--- src/rtl/sll_traverser.sv ---
// sll_traverser: walks a singly linked list from its head, one read per node
// over the list's op/op_start/op_done handshake, and streams each node's data
// out in list order with its 0-based position and a last flag.
// Optional build macro: SLL_TRAV_CYCLE_GUARD_EN adds an abort (error=1) when the
// walk reaches MAX_NODE reads without terminating, or when a next pointer lies
// beyond ADDR_NULL.
module sll_traverser #(
    parameter int DATA_WIDTH = 8,
    parameter int MAX_NODE   = 8,
    localparam int ADDR_WIDTH = $clog2(MAX_NODE + 1)
) (
    input  logic                  clk,
    input  logic                  rst,
    input  logic                  start,
    output logic                  busy,
    output logic                  done,
    output logic                  error,
    output logic [2:0]            ll_op,
    output logic [ADDR_WIDTH-1:0] ll_addr,
    output logic                  ll_op_start,
    input  logic                  ll_op_done,
    input  logic [DATA_WIDTH-1:0] ll_data_out,
    input  logic [ADDR_WIDTH-1:0] ll_next_node_addr,
    input  logic                  ll_fault,
    input  logic [ADDR_WIDTH-1:0] ll_head,
    input  logic [ADDR_WIDTH-1:0] ll_length,
    output logic                  m_valid,
    input  logic                  m_ready,
    output logic [DATA_WIDTH-1:0] m_data,
    output logic [ADDR_WIDTH-1:0] m_index,
    output logic                  m_last
);

    localparam logic [ADDR_WIDTH-1:0] ADDR_NULL = ADDR_WIDTH'(MAX_NODE);
    localparam logic [ADDR_WIDTH-1:0] ONE       = ADDR_WIDTH'(1);

    typedef enum logic [2:0] {
        S_IDLE,
        S_REQ,
        S_WAIT,
        S_OUT,
        S_DONE
    } state_t;

    state_t                state_q, state_d;
    logic [ADDR_WIDTH-1:0] len_q, len_d;
    logic [ADDR_WIDTH-1:0] cur_q, cur_d;
    logic [ADDR_WIDTH-1:0] nxt_q, nxt_d;
    logic [ADDR_WIDTH-1:0] count_q, count_d;
    logic [DATA_WIDTH-1:0] data_q, data_d;
    logic [ADDR_WIDTH-1:0] index_q, index_d;
    logic                  last_q, last_d;
    logic                  error_q, error_d;
    logic                  guard_abort;

`ifdef SLL_TRAV_CYCLE_GUARD_EN
    // A read at position MAX_NODE means the chain never terminated; a pointer
    // past ADDR_NULL cannot address any node.
    assign guard_abort = (count_q == ADDR_NULL) || (ll_next_node_addr > ADDR_NULL);
`else
    assign guard_abort = 1'b0;
`endif

    // State and datapath registers; reset abandons any in-flight read at once.
    always_ff @(posedge clk or negedge rst) begin
        if (!rst) begin
            state_q <= S_IDLE;
            len_q   <= '0;
            cur_q   <= ADDR_NULL;
            nxt_q   <= ADDR_NULL;
            count_q <= '0;
            data_q  <= '0;
            index_q <= '0;
            last_q  <= 1'b0;
            error_q <= 1'b0;
        end else begin
            state_q <= state_d;
            len_q   <= len_d;
            cur_q   <= cur_d;
            nxt_q   <= nxt_d;
            count_q <= count_d;
            data_q  <= data_d;
            index_q <= index_d;
            last_q  <= last_d;
            error_q <= error_d;
        end
    end

    // Next-state logic: snapshot on start, one read per node, hold each beat until taken.
    always_comb begin
        state_d = state_q;
        len_d   = len_q;
        cur_d   = cur_q;
        nxt_d   = nxt_q;
        count_d = count_q;
        data_d  = data_q;
        index_d = index_q;
        last_d  = last_q;
        error_d = error_q;
        case (state_q)
            S_IDLE: begin
                if (start) begin
                    len_d   = ll_length;
                    cur_d   = ll_head;
                    count_d = '0;
                    error_d = 1'b0;
                    if ((ll_length == '0) || (ll_head == ADDR_NULL)) begin
                        state_d = S_DONE;
                    end else begin
                        state_d = S_REQ;
                    end
                end
            end
            S_REQ: begin
                state_d = S_WAIT;
            end
            S_WAIT: begin
                if (ll_op_done) begin
                    if (ll_fault || guard_abort) begin
                        error_d = 1'b1;
                        state_d = S_DONE;
                    end else begin
                        data_d  = ll_data_out;
                        nxt_d   = ll_next_node_addr;
                        index_d = count_q;
                        last_d  = (ll_next_node_addr == ADDR_NULL) || ((count_q + ONE) == len_q);
                        state_d = S_OUT;
                    end
                end
            end
            S_OUT: begin
                if (m_ready) begin
                    if (last_q) begin
                        state_d = S_DONE;
                    end else begin
                        cur_d   = nxt_q;
                        count_d = count_q + ONE;
                        state_d = S_REQ;
                    end
                end
            end
            S_DONE: begin
                state_d = S_IDLE;
            end
            default: begin
                state_d = S_IDLE;
            end
        endcase
    end

    // Outputs decode from the state so reset clears them immediately.
    always_comb begin
        busy        = (state_q != S_IDLE);
        done        = (state_q == S_DONE);
        error       = (state_q == S_DONE) && error_q;
        ll_op       = 3'd0;
        ll_op_start = (state_q == S_REQ) || (state_q == S_WAIT);
        ll_addr     = ll_op_start ? cur_q : ADDR_NULL;
        m_valid     = (state_q == S_OUT);
        m_data      = data_q;
        m_index     = index_q;
        m_last      = (state_q == S_OUT) && last_q;
    end

endmodule

--- config.mk ---
export PLATFORM = sky130hd
export DESIGN_NAME = sll_traverser
export DESIGN_NICKNAME = d
export VERILOG_FILES = /design/src/rtl/sll_traverser.sv
export SDC_FILE = /design/constraint.sdc
export NUM_CORES = 1
export LEC_CHECK = 0
export CAP_MARGIN = 10
export CORE_MARGIN = 3
export CORE_UTILIZATION = 45
export DETAILED_ROUTE_END_ITERATION = 8
export HOLD_SLACK_MARGIN = 0.03
export PLACE_DENSITY = 0.82
export SYNTH_ARGS = -nofsm -noshare
export SYNTH_HDL_FRONTEND = slang
export SYNTH_SLANG_ARGS = --single-unit
--- constraint.sdc ---
create_clock -name clk -period 1.8 [get_ports clk]
set_input_delay 0.36 -clock clk [delete_from_list [all_inputs] [get_ports clk]]
set_output_delay 0.36 -clock clk [all_outputs]
set_load 0.05 [all_outputs]
==> qor.yml <==
finClkSkew_ns: 0.00388
hold_viol: 0
final_cell_mix: "29 x dfrtp_1, 26 x buf_4, 25 x clkdlybuf4s50_1"
core_um2: 3440
synth-warning-count: 0
grt_pass1_vias: 1460
setup_viol_count_final: 1
die_h_um: 66.6
die_x_um: 66.6
rsz0062_at_grt: "yes"
initial_core_util_pct: 47.9
total_leakage_power_nw: 1.08
clk_latency_ns: 0.28
fin_util_pct: 71.5
fin_hold_ws_ns: 0.475
maxCapViolCount: 0
ir_worst_vdd_mv: 1.11
yosysSeqAreaShare_pct: 50.2
synthCells: 145
cts_root_buf: "clkbuf_8"
grt-ovfl-total: 0
end_kind: "output port"
synth_cell_types: 38
placedCellCount: 243
synthSimpleGateAreaFrac_pct: 16.1
die_area_um2: 4430
ant_nets: 0
diodes: 0
nNetsFinal: 235
drv_slew: 0
cp_slowest_cell: "dfrtp_2"
violations: "setup timing"
drt_iter0_drc: 102
p_clk_share_pct: 11.2
totalWireLength_um: 3730
clock_sinks: 33
status: "finished with violations"
area_growth_pct: 49.1
h-tree-depth: 2
final_common_cell: "dfrtp_1"
p_sw_w: 0.00203
p_seq_share_pct: 27.7
synth_fa_ha_area_share_pct: 0.758
period_share_pct: 100
synth_xor_xnor_area_share_pct: 3.71
vias_per_cell: 5.27
cp.arrival_ns: 1.44
synth_compound_area_share_pct: 7.51
ys_ff_latch: 33
final_area_um2: 2460
path_cells: "buf_6, nor3b_4, and2_4, buf_12"
antenna_found_initial: 0
synth_mux_area_share_pct: 16.1
timing.final.ws_setup_ns: -0.000567
cts.path.max_buffers: 2
fin_crit_ns: 1.80
via_count: 1343
path_class: "flop to output port"
hp-class: "input port to asynchronous set/reset pin"
critPathRequiredTime_ns: 1.44
stdcell_count: 255
p_int_w: 0.00266
numPortBuffers: 47
netSwitchingFraction_pct: 43.3
place_congestion: 0.827
cts_tree: "built"
rows: 21
clkSlewWorstSetupHoldPaths_ns: 0.06
drive_above_1_share_pct: 39.7
path_buf_inv: 2
syn_area_per_cell_um2: 11.4
place_area_um2: 2320
io_pins: 51
p_per_area_nw_per_um2: 1910
path_delay_family: "flip-flops"
grt.total_usage_pct: 19.2
dp_hpwl_um: 2780
cp_max_fo: 8
slowest_delay_ns: 0.46
startpoint_type: "flop"
synth_area_um2: 1650
wl_per_cell_um: 14.6
max_freq_ghz: 0.555
grt_first_pass_wirelength_um: 6350
synth_top_family_by_area: "simple AND/OR/NAND/NOR gates"
firstDrtPassIters: 4
tns_ns: -0.000567
power.share.combinational_pct: 61.1
grt_max_degree: 34
drc: 0
cts_made_buffers: 5
repair_timing:
item | CTS | global route
gates resized for setup | 6 | 2
setup endpoints to repair | 6 | 3
pin swaps | 2 | 0
setup buffers | 4 | 0
hold buffers | 0 | 0
power groups by stage:
stage | sequential, W | clock, W | combinational [W]
3_5_place_dp | 0.00130 | 0 | 0.00275
2_1_floorplan | 0.00160 | 0 | 0.00144
3_3_place_gp | 0.00128 | 0 | 0.00268
5_1_grt | 0.00134 | 0.000576 | 0.00303
4_1_cts | 0.00130 | 0.000542 | 0.00287
6_report | 0.00130 | 0.000526 | 0.00287
synth_stat cells, drive strengths merged:
master   instances  area share (%)
dfrtp           31              47
mux2            21              14
nand2           14             3.2
buf             10             4.6
nor2             6             1.4
a21oi            5             2.2
a31oi            5             1.9
o21ai            5             1.5
xnor2            5             2.7
and2             4             1.5
mux2i            3             1.8
nand2b           3             1.1
nand3            3            0.91
nor3             3             1.2
dfstp            2             3.2
inv              2            0.46
nand3b           2            0.91
nor4b            2             1.1
nor4bb           2             1.2
or3              2            0.76
xor2             2             1.1
a41oi            1            0.53
and2b            1            0.46
and3             1            0.38
clkinv           1            0.23
conb             1            0.23
ha               1            0.76
nand4b           1            0.53
nor3b            1            0.46
nor4             1            0.38
o21bai           1            0.46
o22ai            1            0.38
o2bb2ai          1            0.53
or3b             1            0.68
registers in the layout (all words and copies together) (netlist names):
name / cells
state_q: 3
error_q: 1
cur_q: 4
count_q: 4
len_q: 4
m_index: 4
last_q: 1
m_data: 8
nxt_q: 4
metal layers:
layer | vias to the layer above | GRT usage (%) | part of all wire, %
met4 | 0 | 6.85 | 1.7
met3 | 11 | 5.56 | 7.4
met5 | - | 0 | 0
li1 | 629 | - | -
met1 | 651 | 21.0 | 38
met2 | 52 | 34.9 | 53
worst register-to-register path: stages, from the launching register on:
cell and delay (ns):
dfrtp_2 0.45, buf_12 0.15, buf_4 0.15, nor4bb_4 0.33, buf_12 0.20, mux2_2 0.36
stage by stage:
stage / setup WS (ns) / power (W)
2_1_floorplan: -0.0202 / 0.00304
3_3_place_gp: -0.0937 / 0.00397
3_5_place_dp: -0.140 / 0.00405
4_1_cts: -0.00978 / 0.00471
5_1_grt: -0.0577 / 0.00495
6_report: -0.000567 / 0.00470
cell families (layout without fill, tap and decap cells):
family / after synthesis / in the layout
other: 1 / 3
flip-flops: 33 / 33
buffers and inverters: 13 / 75
AO/OA/AOI/OAI: 19 / 19
AND/OR/NAND/NOR: 47 / 47
XOR/XNOR: 7 / 7
adder cells (fa/ha/maj): 1 / 1
multiplexers: 24 / 24
cell type report:
type | instances | area, µm²
Sequential cell | 33 | 831
Clock buffer | 7 | 76.3
Fill cell | 245 | 982
Timing Repair Buffer | 64 | 679
Tap cell | 46 | 57.6
Inverter | 3 | 11.3
Clock inverter | 1 | 5.00
Multi-Input combinational cell | 101 | 800
final timing paths:
kind	startpoint	endpoint	slack (ns)	cells after the start
min in group clk	nxt_q[3]	cur_q[3]	0.50	2
hold reg to reg	nxt_q[3]	cur_q[3]	0.50	2
setup reg to reg	state_q[0]	nxt_q[1]	0.05	5
hold / removal	rst	error_q	0.47	2
setup / recovery	state_q[1]	error	-0.0006	4
max in group asynchronous	rst	cur_q[3]	0.99	2
(Power assumes the default switching activity.)
